$ cat config.mk
export PLATFORM = sky130hd
export DESIGN_NAME = seq_det_ctrl_flat
export DESIGN_NICKNAME = d
export VERILOG_FILES = /design/src/rtl/seq_det_ctrl_if.sv /design/src/rtl/seq_det_ctrl.sv /design/src/flat_wrapper.sv
export SDC_FILE = /design/constraint.sdc
export NUM_CORES = 1
export LEC_CHECK = 0
export ABC_CLOCK_PERIOD_IN_PS = 1760
export CAP_MARGIN = 20
export CORE_AREA = 2 2 51 89
export CTS_BUF_LIST = sky130_fd_sc_hd__clkbuf_8
export DETAILED_ROUTE_END_ITERATION = 16
export DIE_AREA = 0 0 53 91
export PLACE_DENSITY_LB_ADDON = 0.1
export RECOVER_POWER = 25
export SLEW_MARGIN = 15
export SYNTH_ARGS = -nofsm -noshare
export SYNTH_HDL_FRONTEND = slang
export SYNTH_SLANG_ARGS = --single-unit
$ cat constraint.sdc
create_clock -name clk -period 1.76 [get_ports clk]
set_input_delay 0.176 -clock clk [delete_from_list [all_inputs] [get_ports clk]]
set_output_delay 0.176 -clock clk [all_outputs]
set_load 0.03 [all_outputs]
$ cat src/rtl/seq_det_ctrl_if.sv
// rtl/seq_det_ctrl_if.sv - word input / result output handshake bundle for seq_det_ctrl; out_ovf present with SEQ_DET_CTRL_SAT_EN
interface seq_det_ctrl_if #(
    parameter int WORD_W = 8,
    parameter int CNT_W  = 4
);
    logic              in_valid;
    logic              in_ready;
    logic [WORD_W-1:0] in_word;
    logic              out_valid;
    logic              out_ready;
    logic [CNT_W-1:0]  out_count;
    logic              out_flag;
`ifdef SEQ_DET_CTRL_SAT_EN
    logic              out_ovf;

    modport master (
        output in_valid, in_word, out_ready,
        input  in_ready, out_valid, out_count, out_flag, out_ovf
    );
    modport slave (
        input  in_valid, in_word, out_ready,
        output in_ready, out_valid, out_count, out_flag, out_ovf
    );
`else
    modport master (
        output in_valid, in_word, out_ready,
        input  in_ready, out_valid, out_count, out_flag
    );
    modport slave (
        input  in_valid, in_word, out_ready,
        output in_ready, out_valid, out_count, out_flag
    );
`endif
endinterface

$ cat src/rtl/seq_det_ctrl.sv
// rtl/seq_det_ctrl.sv - serial pattern detector sequencer; SEQ_DET_CTRL_SAT_EN selects saturating count plus out_ovf
// Clears the detector, shifts each word MSB-first, counts det_hit inside the latency-aligned window.
module seq_det_ctrl #(
    parameter int WORD_W  = 8,
    parameter int CNT_W   = 4,
    parameter int DET_LAT = 2
) (
    input  logic             clk,
    input  logic             rst,
    seq_det_ctrl_if.slave    bus,
    output logic             det_rst,
    output logic             det_seq_in,
    input  logic             det_hit,
    output logic             busy
);
    // tick counts cycles since the accept cycle: CLEAR is tick 1, the last DRAIN cycle is WIN_LAST
    localparam int TICK_LAST = WORD_W + DET_LAT + 1;
    localparam int TW        = $clog2(TICK_LAST + 2);
    localparam logic [TW-1:0] SHIFT_LAST = TW'(WORD_W + 1);
    localparam logic [TW-1:0] WIN_FIRST  = TW'(DET_LAT + 2);
    localparam logic [TW-1:0] WIN_LAST   = TW'(TICK_LAST);
    localparam logic [CNT_W-1:0] CNT_MAX = '1;

    typedef enum logic [2:0] {
        S_IDLE,
        S_CLEAR,
        S_SHIFT,
        S_DRAIN,
        S_REPORT
    } state_t;

    state_t            state_q, state_d;
    logic [TW-1:0]     tick_q, tick_d;
    logic [WORD_W-1:0] word_q, word_d;
    logic [CNT_W-1:0]  count_q, count_d;
    logic              flag_q, flag_d;
    logic              in_ready_q, in_ready_d;
    logic              out_valid_q, out_valid_d;
    logic              det_rst_q, det_rst_d;
    logic              det_seq_in_q, det_seq_in_d;
    logic              busy_q, busy_d;
`ifdef SEQ_DET_CTRL_SAT_EN
    logic              ovf_q, ovf_d;
`endif

    always_ff @(posedge clk) begin
        if (rst) begin
            state_q      <= S_IDLE;
            tick_q       <= '0;
            word_q       <= '0;
            count_q      <= '0;
            flag_q       <= 1'b0;
            in_ready_q   <= 1'b1;
            out_valid_q  <= 1'b0;
            det_rst_q    <= 1'b1;
            det_seq_in_q <= 1'b0;
            busy_q       <= 1'b0;
`ifdef SEQ_DET_CTRL_SAT_EN
            ovf_q        <= 1'b0;
`endif
        end else begin
            state_q      <= state_d;
            tick_q       <= tick_d;
            word_q       <= word_d;
            count_q      <= count_d;
            flag_q       <= flag_d;
            in_ready_q   <= in_ready_d;
            out_valid_q  <= out_valid_d;
            det_rst_q    <= det_rst_d;
            det_seq_in_q <= det_seq_in_d;
            busy_q       <= busy_d;
`ifdef SEQ_DET_CTRL_SAT_EN
            ovf_q        <= ovf_d;
`endif
        end
    end

    always_comb begin
        state_d      = state_q;
        tick_d       = tick_q;
        word_d       = word_q;
        count_d      = count_q;
        det_seq_in_d = 1'b0;
`ifdef SEQ_DET_CTRL_SAT_EN
        ovf_d        = ovf_q;
`endif
        case (state_q)
            S_IDLE: begin
                if (bus.in_valid) begin
                    state_d = S_CLEAR;
                    tick_d  = TW'(1);
                    word_d  = bus.in_word;
                    count_d = '0;
`ifdef SEQ_DET_CTRL_SAT_EN
                    ovf_d   = 1'b0;
`endif
                end
            end
            S_CLEAR: begin
                state_d      = S_SHIFT;
                tick_d       = tick_q + 1'b1;
                det_seq_in_d = word_q[WORD_W-1];
                word_d       = word_q << 1;
            end
            S_SHIFT: begin
                tick_d = tick_q + 1'b1;
                if (tick_q == SHIFT_LAST) begin
                    state_d = S_DRAIN;
                end else begin
                    det_seq_in_d = word_q[WORD_W-1];
                    word_d       = word_q << 1;
                end
            end
            S_DRAIN: begin
                tick_d = tick_q + 1'b1;
                if (tick_q == WIN_LAST) begin
                    state_d = S_REPORT;
                end
            end
            S_REPORT: begin
                if (bus.out_ready) begin
                    state_d = S_IDLE;
                end
            end
            default: state_d = S_IDLE;
        endcase

        // det_hit lags its bit by DET_LAT, so the window is the shift phase shifted by DET_LAT
        if ((state_q == S_SHIFT || state_q == S_DRAIN) &&
            tick_q >= WIN_FIRST && tick_q <= WIN_LAST && det_hit) begin
`ifdef SEQ_DET_CTRL_SAT_EN
            if (count_q == CNT_MAX) begin
                ovf_d = 1'b1;
            end else begin
                count_d = count_q + 1'b1;
            end
`else
            count_d = count_q + 1'b1;
`endif
        end

        flag_d      = (count_d != '0);
        in_ready_d  = (state_d == S_IDLE);
        out_valid_d = (state_d == S_REPORT);
        det_rst_d   = (state_d == S_CLEAR);
        busy_d      = (state_d != S_IDLE);
    end

    assign bus.in_ready  = in_ready_q;
    assign bus.out_valid = out_valid_q;
    assign bus.out_count = count_q;
    assign bus.out_flag  = flag_q;
`ifdef SEQ_DET_CTRL_SAT_EN
    assign bus.out_ovf   = ovf_q;
`endif
    assign det_rst       = det_rst_q;
    assign det_seq_in    = det_seq_in_q;
    assign busy          = busy_q;
endmodule

$ cat src/flat_wrapper.sv
// flat-port wrapper written by rule: the top's interface ports become plain ports
module seq_det_ctrl_flat 
#(
    parameter int WORD_W  = 8,
    parameter int CNT_W   = 4,
    parameter int DET_LAT = 2
)
  (clk, rst, det_rst, det_seq_in, det_hit, busy, bus_in_valid, bus_in_word, bus_out_ready, bus_in_ready, bus_out_valid, bus_out_count, bus_out_flag);
  seq_det_ctrl_if #(.WORD_W(WORD_W), .CNT_W(CNT_W)) bus_i ();
  input  logic clk;
  input  logic rst;
  output logic det_rst;
  output logic det_seq_in;
  input  logic det_hit;
  output logic busy;
  input wire logic [$bits(bus_i.in_valid)-1:0] bus_in_valid;
  input wire logic [$bits(bus_i.in_word)-1:0] bus_in_word;
  input wire logic [$bits(bus_i.out_ready)-1:0] bus_out_ready;
  output wire logic [$bits(bus_i.in_ready)-1:0] bus_in_ready;
  output wire logic [$bits(bus_i.out_valid)-1:0] bus_out_valid;
  output wire logic [$bits(bus_i.out_count)-1:0] bus_out_count;
  output wire logic [$bits(bus_i.out_flag)-1:0] bus_out_flag;
  assign bus_i.in_valid = bus_in_valid;
  assign bus_i.in_word = bus_in_word;
  assign bus_i.out_ready = bus_out_ready;
  assign bus_in_ready = bus_i.in_ready;
  assign bus_out_valid = bus_i.out_valid;
  assign bus_out_count = bus_i.out_count;
  assign bus_out_flag = bus_i.out_flag;
  seq_det_ctrl #(.WORD_W(WORD_W), .CNT_W(CNT_W), .DET_LAT(DET_LAT)) u_core (.clk(clk), .rst(rst), .bus(bus_i), .det_rst(det_rst), .det_seq_in(det_seq_in), .det_hit(det_hit), .busy(busy));
endmodule
# After elaboration in Yosys (flattened, before gate mapping)
# Index checks and enable logic that the tools add are counted.
# totals
reg_bits	25
inputBits	13
output_inout_bits	10
wordCells	52
# op_classes
addsub	2
order_cmp	2
eq_ne	10
mux	15
n_reduce_logical	13
# op_table
op	n
one-hot mux 8 bit (3 select lines)	1
2-to-1 mux 4 bit	4
2-to-1 mux 8 bit	2
one-hot mux 3 bit (5 select lines)	1
2-to-1 mux 3 bit	4
adder 4 x 1 -> 4 bit, second input constant	2
== test 4 bit, second input constant	2
one-hot mux 4 bit (2 select lines)	1
== test 3 x 1 -> 1 bit, second input constant	2
== test 3 x 2 -> 1 bit, second input constant	2
== test 3 bit, second input constant	2
logical NOT 3 bit	2
nonzero test 3 bit	2
>= comparator 4 x 3 -> 1 bit, second input constant	1
less-or-equal comparator 4 bit, second input constant	1
inequality test 2 bit, second input constant	2
nonzero test 4 bit	1
logical AND 1 bit	3
AND reduction 3 bit	1
OR reduction 3 bit	1
one-hot mux 1 bit (2 select lines)	1
AND reduction 2 bit	1
nonzero test 2 bit	1
logical OR 1 bit	1
2-to-1 mux 1 bit	1

# Depth between registers and ports, before layout
# Gate-level depths: netlist of the first run.
# depth
ltp_word	7
ltp_mapped	7
mapped_depth_nobuf	6

# Worst setup path before layout of the first run
# Ideal clock, no wire load.
# synth_timing
path_kind	flip-flop to flip-flop
from	register u_core.count_q[0], in the netlist u_core.bus.out_count[0]
to	register u_core.flag_q, in the netlist u_core.bus.out_flag
setup_time_ns	0.124
t_arrival_ns	1.616
required_time_ns	1.636
slack_ns	0.020
stages_incl_launch_ff	5
path_buffers	0
period_less_slack_ns	1.740
cell_sequence	dfxtp_1 -> ha_1 -> nor4b_1 -> mux2_2 -> a2111o_1
# synth_between
elab_chain_cells	4
elab_cells_between_ends	5
cone_classes	add/sub: 1; mux: 3; reduce/logical: 1
# synth_lines
item	line_no	source
start, declared	seq_det_ctrl.sv:35	logic [CNT_W-1:0] count_q, count_d;
start signal, assigned	seq_det_ctrl.sv:65	count_q <= count_d;
parallel branches: the longest is 2 deep, another holds adder 4 x 1 -> 4 bit	-	
2-to-1 mux 4 bit *	seq_det_ctrl.sv:129	if ((state_q == S_SHIFT || state_q == S_DRAIN) &&
nonzero test 4 bit *	seq_det_ctrl.sv:142	flag_d = (count_d != '0);
end signal, assigned	seq_det_ctrl.sv:66	flag_q <= flag_d;
end, declared	seq_det_ctrl.sv:36	logic flag_q, flag_d;
# Mark *: on every way between the ends.
# A chain may end at the register's enable or synchronous reset.

# Final worst setup path of the first run
# layout_timing
from	register u_core.state_q[2]
to	register u_core.flag_q, in the netlist u_core.bus.out_flag
# layout_between
elab_chain_cells	7
elab_cells_between_ends	10
cone_classes	eq/ne: 2; mux: 2; reduce/logical: 6
# layout_lines
item	line_no	source
start, declared	seq_det_ctrl.sv:32	state_t state_q, state_d;
start signal, assigned	seq_det_ctrl.sv:62	state_q <= state_d;
== test 3 x 2 -> 1 bit	seq_det_ctrl.sv:129	
logical OR 1 bit	seq_det_ctrl.sv:129	
logical AND 1 bit	seq_det_ctrl.sv:129	
logical AND 1 bit (2 in a row)	seq_det_ctrl.sv:130	tick_q >= WIN_FIRST && tick_q <= WIN_LAST && det_hit) begin
2-to-1 mux 4 bit *	seq_det_ctrl.sv:129	
nonzero test 4 bit *	seq_det_ctrl.sv:142	
# Every way passes the cells marked *; elsewhere a longest branch is shown, timed or not.

==> summary.txt, run 1 <==
P_leak -> 0.6298 nW
minimum clock period -> 1.659 ns
fin util -> 0.4037
Pwr Density -> 770.3 mW/mm^2
Vias -> 1015
synthesized net count -> 146
Starting Density -> 0.3066
Crit path arrival time -> 1.82 ns
Hold-fix buffers, CTS -> 0
setup ws final -> 0.1007 ns
Yosys Warn Count -> 0
Crit Path Class -> reg2reg
antenna violations before repair -> 0
nets -> 181
synthesized instance count -> 130
switching power -> 352.2 uW
Slew @ Worst Pin -> 0.4981 ns
Post-Syn Area -> 0.001249 sq mm
Initial DRC Count -> 15
Sw Ratio -> 0.2781
fill cell count -> 454
drt total wl -> 2592 microns
DR WL/cell -> 12.17 microns
root buf cell -> clkbuf_8
worst r2r src -> u_core.state_q[2]$_SDFF_PP0_
Relative slew margins -> 0.6675
max-cap viol count -> 0
Hold WC Path Type -> reg2reg
RSZ-0062 raised after global routing -> false
final antenna-violating net count -> 0
Placeable Area -> 0.004073 sq mm
Slew Viols, Final -> 0
gr ovfl total -> 0
# H-tree levels -> 1
final setup vio count -> 0
pin count of the biggest net entering global routing -> 17
status -> completed
Yosys cell types -> 39
Post-synth EDFFs -> 0
fraction of the yosys area taken by sequential cells -> 0.4008
final hold vios -> 0
fmax -> 0.6027 GHz
most common flop cell mapped by yosys -> dfxtp_1
Die Span Y -> 91 microns
worst slack at placement -> -0.08270 ns
Crit Reg-Reg Endpoint -> u_core.bus.out_flag$_SDFF_PP0_
gr usage total -> 0.1191
vias in the first global route -> 945
Area Overhead vs Synth -> 31.66%
Die X-Extent -> 53 microns
Yosys reg bits -> 25
total power -> 1.266 mW
Reg2Reg Depth -> 3
TritonCTS Buffers -> 3
DP Wirelength -> 2006 microns
Clk network pwr share -> 0.274
Gate power share -> 0.223
I/O pin total -> 23
Remaining DRCs -> 0
gpl congestion -> 0.7133
CTS sink count -> 25
clk_lat worst skew -> 0.27 ns
drt pass-1 iters -> 4
P_int -> 914.2 uW
peak supply drop -> 450.5 uV
crit path max fanout -> 9
layout cell share with drive strength beyond 1 -> 0.1890
Avg Cell Area, Syn -> 9.605 sq um
flop-to-flop setup slack -> 0.10 ns
die area -> 0.004823 sq mm
critical path required time -> 1.92 ns
Worst Setup Start Kind -> flip-flop
clk_skew -> 0.005260 ns
Post-synth ARST share -> 0
Port-buffer cells -> 22
drt via density -> 4.765
Inserted Diodes -> 0
Final period util -> 0.9428
maximum clock path buffer count -> 2
row cnt -> 31
CP endpoint kind -> flip-flop
Flop pwr share -> 0.504
Critical Path Source -> u_core.state_q[2]$_SDFF_PP0_
Worst-path clk slew -> 0.09 ns
CTS tree -> yes
TNS Setup -> 0 ns
first-pass GRT wire length -> 4353 microns
CP endpoint -> u_core.bus.out_flag$_SDFF_PP0_
-- cells in the final DEF, fill, tap and decap left out, drive strengths merged, types with 2 or more instances in the layout --
cell	instances
dfxtp	25
nor2	24
clkdlybuf4s50	21
buf	12
mux2i	11
a211oi	7
inv	5
nand2	5
clkbuf	5
a21oi	4
nand3b	3
nand3	3
o21ai	3
nor3b	3
ha	3
mux2	3
nor3	3
xnor2	2
o22ai	2
nor4	2
or2	2
nor4b	2
-- layer usage --
metal  wire (microns)  vias up  track usage
li1                 -      528            -
met1             1089      469       0.1412
met2             1397       14       0.2010
met3               67        4      0.02138
met4               37        0      0.05128
met5                0        -            0
-- per-stage QoR --
step / area [sq um] / hold slack, ns / instances
floorplan: 1249 / 0.3230 / 130
finish: 1644 / 0.4478 / 213
global placement: 1592 / 0.4392 / 209
CTS: 1639 / 0.4560 / 213
detailed placement: 1592 / 0.4427 / 209
global route: 1644 / 0.4645 / 213
-- critical path: stages, from the launching register on --
cell and delay (ns):
dfxtp_1 0.47, nor4_1 0.37, mux2_1 0.37, a2111o_1 0.34
-- worst min path at each step --
stage,startpoint,to,slack (ns),depth (start not counted)
floorplan,rst,u_core.state_q[2]$_SDFF_PP0_,0.32,1
global placement,u_core.word_q[7]$_SDFFE_PP0P_,u_core.det_seq_in$_SDFF_PP0_,0.44,2
detailed placement,u_core.word_q[7]$_SDFFE_PP0P_,u_core.det_seq_in$_SDFF_PP0_,0.44,2
CTS,u_core.word_q[7]$_SDFFE_PP0P_,u_core.det_seq_in$_SDFF_PP0_,0.46,2
global route,u_core.word_q[7]$_SDFFE_PP0P_,u_core.det_seq_in$_SDFF_PP0_,0.46,2
finish,u_core.word_q[7]$_SDFFE_PP0P_,u_core.det_seq_in$_SDFF_PP0_,0.45,2
-- power by group through the flow --
stage / Clock (mW) / Sequential [mW] / Combinational, mW
after floorplan: 0 / 0.658 / 0.178
after global placement: 0 / 0.649 / 0.286
after detailed placement: 0 / 0.651 / 0.287
after CTS: 0.361 / 0.638 / 0.288
after global routing: 0.387 / 0.643 / 0.313
final: 0.347 / 0.638 / 0.282
-- cells in the mapped netlist (3+ instances only) --
master / n / area (sq um)
a21oi_1: 4 / 20.02
a211oi_1: 5 / 37.54
o21ai_0: 3 / 15.01
nor2_1: 23 / 86.33
nand3b_1: 3 / 22.52
dfxtp_1: 25 / 500.5
nor3b_1: 3 / 22.52
ha_1: 3 / 37.54
inv_1: 5 / 18.77
nand2_1: 5 / 18.77
mux2_2: 3 / 33.78
nand3_1: 3 / 15.01
mux2i_1: 11 / 110.1
-- area by class of cell --
class / count / area [sq um] / area share
Multi-Input combinational cell: 94 / 681.9 / 0.4148
Clock inverter: 1 / 5.005 / 0.003044
Tap cell: 49 / 61.31 / 0.03729
Inverter: 5 / 18.77 / 0.01142
Clock buffer: 3 / 41.29 / 0.02511
Timing Repair Buffer: 36 / 330.3 / 0.2009
Sequential cell: 25 / 505.5 / 0.3075
-- repair_timing --
item / 4_1_cts / 5_1_grt
pin swaps: 0 / 1
buffers inserted: 0 / 0
setup endpoints to repair: 1 / 2
gates resized for setup: 1 / 5
-- registers in the layout (all words and copies together), names as in the netlist --
name	flops
u_core.bus.in_ready	1
u_core.bus.out_flag	1
u_core.word_q	8
u_core.det_rst	1
u_core.busy	1
u_core.tick_q	4
u_core.det_seq_in	1
u_core.bus.out_count	4
u_core.bus.out_valid	1
u_core.state_q	3
-- cells by family (layout without fill, tap and decap cells) --
logic type,after synthesis,after routing,share of synthesized area
mux,14,14,0.1152
buf+inv,11,45,0.06011
flops,25,25,0.4008
compound gates,21,21,0.1373
simple gates,54,54,0.2425
xor+xnor,2,2,0.01403
fa+ha+maj,3,3,0.03006
Note: power is estimated with default switching activity, not from simulation.
==> run 2: changes to the inputs <==
- CORE_AREA: 2 2 51 89 -> 2 2 40 70
- CTS_CLUSTER_SIZE: not set -> 12
- DIE_AREA: 0 0 53 91 -> 0 0 42 72
- SKIP_LAST_GASP: not set -> 1
==> summary.txt, run 2 (synthesized netlist as in run 1, its figures left out) <==
Most flops, register -> u_core.word_q
layout cell share with drive strength beyond 1 -> 0.1818
drt pass-1 iters -> 4
Placeable Area -> 0.002432 sq mm
Register Area -> 501.7 sq um
I/O pin total -> 23
max-cap viol count -> 0
gpl congestion -> 0.8763
maximum clock path buffer count -> 2
pin count of the biggest net entering global routing -> 17
clk_lat worst skew -> 0.27 ns
final setup vio count -> 0
max incr delay on CP -> 0.40 ns
clk_skew -> 0.002541 ns
Slowest cell on crit path -> dfxtp_1
RSZ-0062 raised after global routing -> false
Worst Setup Start Kind -> flip-flop
drt total wl -> 2522 microns
die area -> 0.003024 sq mm
critical path required time -> 1.92 ns
CP endpoint kind -> flip-flop
Crit Path Class -> reg2reg
Slew Viols, Final -> 0
fill cell count -> 207
Starting Density -> 0.5134
# H-tree levels -> 1
fin util -> 0.6631
fmax -> 0.5948 GHz
Port-buffer cells -> 22
root buf cell -> clkbuf_8
Final period util -> 0.9552
gr usage total -> 0.1833
Remaining DRCs -> 0
crit path max fanout -> 5
CTS tree -> yes
area of the multi-input gates -> 673.1 sq um
row cnt -> 24
max FFs per register -> 8
Die X-Extent -> 42 microns
drt via density -> 5.435
final antenna-violating net count -> 0
final hold vios -> 0
Inserted Diodes -> 0
crit-path cells -> ha_1 -> nand3b_1 -> or2_2 -> and3_1 -> or3_1
first-pass GRT wire length -> 4298 microns
Vias -> 1038
TritonCTS Buffers -> 3
Area Overhead vs Synth -> 29.16%
DR WL/cell -> 13.20 microns
minimum clock period -> 1.681 ns
antenna violations before repair -> 0
peak supply drop -> 590.0 uV
most common cell after layout, fill and taps aside -> dfxtp_1
nets -> 182
Initial DRC Count -> 24
CTS sink count -> 25
Slew @ Worst Pin -> 0.3927 ns
Pwr Density -> 782.5 mW/mm^2
Crit path arrival time -> 1.84 ns
Die Span Y -> 72 microns
gr ovfl total -> 0
Hold WC Path Type -> reg2reg
Hold-fix buffers, CTS -> 0
DP Wirelength -> 1918 microns
most frequent cells in the layout -> 24 x dfxtp_1, 23 x nor2_1, 21 x clkdlybuf4s50_1
TNS Setup -> 0 ns
Relative slew margins -> 0.7378
P_leak -> 0.6374 nW
Worst-path clk slew -> 0.09 ns
setup bufs post-CTS -> 0
vias in the first global route -> 1075
status -> completed
## run 2: path summary, 6_finish.rpt
check | from | to | slack, ns | depth (start not counted)
worst max-delay path | u_core.tick_q[0]$_SDFFE_PP0P_ | u_core.busy$_SDFF_PP0_ | 0.08 | 5
worst min register to register | u_core.word_q[7]$_SDFFE_PP0P_ | u_core.det_seq_in$_SDFF_PP0_ | 0.45 | 2
worst max register to register | u_core.tick_q[0]$_SDFFE_PP0P_ | u_core.busy$_SDFF_PP0_ | 0.08 | 5
worst min-delay path | u_core.word_q[7]$_SDFFE_PP0P_ | u_core.det_seq_in$_SDFF_PP0_ | 0.45 | 2
## run 2: metal layers
layer	routed length (microns)	global-route usage	share of wire
met1	1055	0.1919	0.42
met4	54	0.09319	0.021
met5	0	0	0
met2	1323	0.3420	0.52
met3	89	0.02985	0.035
## run 2: worst max-delay path: cells and delay by family (launching register included)
kind / cells / cell delay, ns
fa+ha+maj: 1 / 0.20
flops: 1 / 0.40
simple gates: 4 / 0.96
## run 2: final cells by class
type	count	area share
inverters	5	0.01164
repair buffers	37	0.2118
clock inverters	1	0.002327
well taps	26	0.02017
flip-flops and latches	25	0.3111
clock buffers	3	0.02560
multi-input cells	94	0.4174
## run 2: stage by stage
step	total power [mW]	hold slack (ns)	cell area, sq um	setup WS [ns]	instances
2_1_floorplan	0.8367	0.3230	1249	0.01977	130
3_3_place_gp	0.9297	0.4327	1570	-0.03309	187
3_5_place_dp	0.9426	0.4429	1570	-0.04119	187
4_1_cts	1.277	0.4552	1615	0.04886	191
5_1_grt	1.329	0.4737	1613	0.01443	191
6_report	1.262	0.4530	1613	0.07886	191
## run 2: where the power goes
part | internal [mW] | leakage (nW) | switching, mW
clock | 0.156 | 0.0269 | 0.182
combinational | 0.150 | 0.405 | 0.137
sequential | 0.608 | 0.206 | 0.0284
## run 2: what timing repair did
action / in CTS / in global routing
hold endpoints to repair: 0 / 0
resized for setup: 0 / 1
setup endpoints to repair: 0 / 1
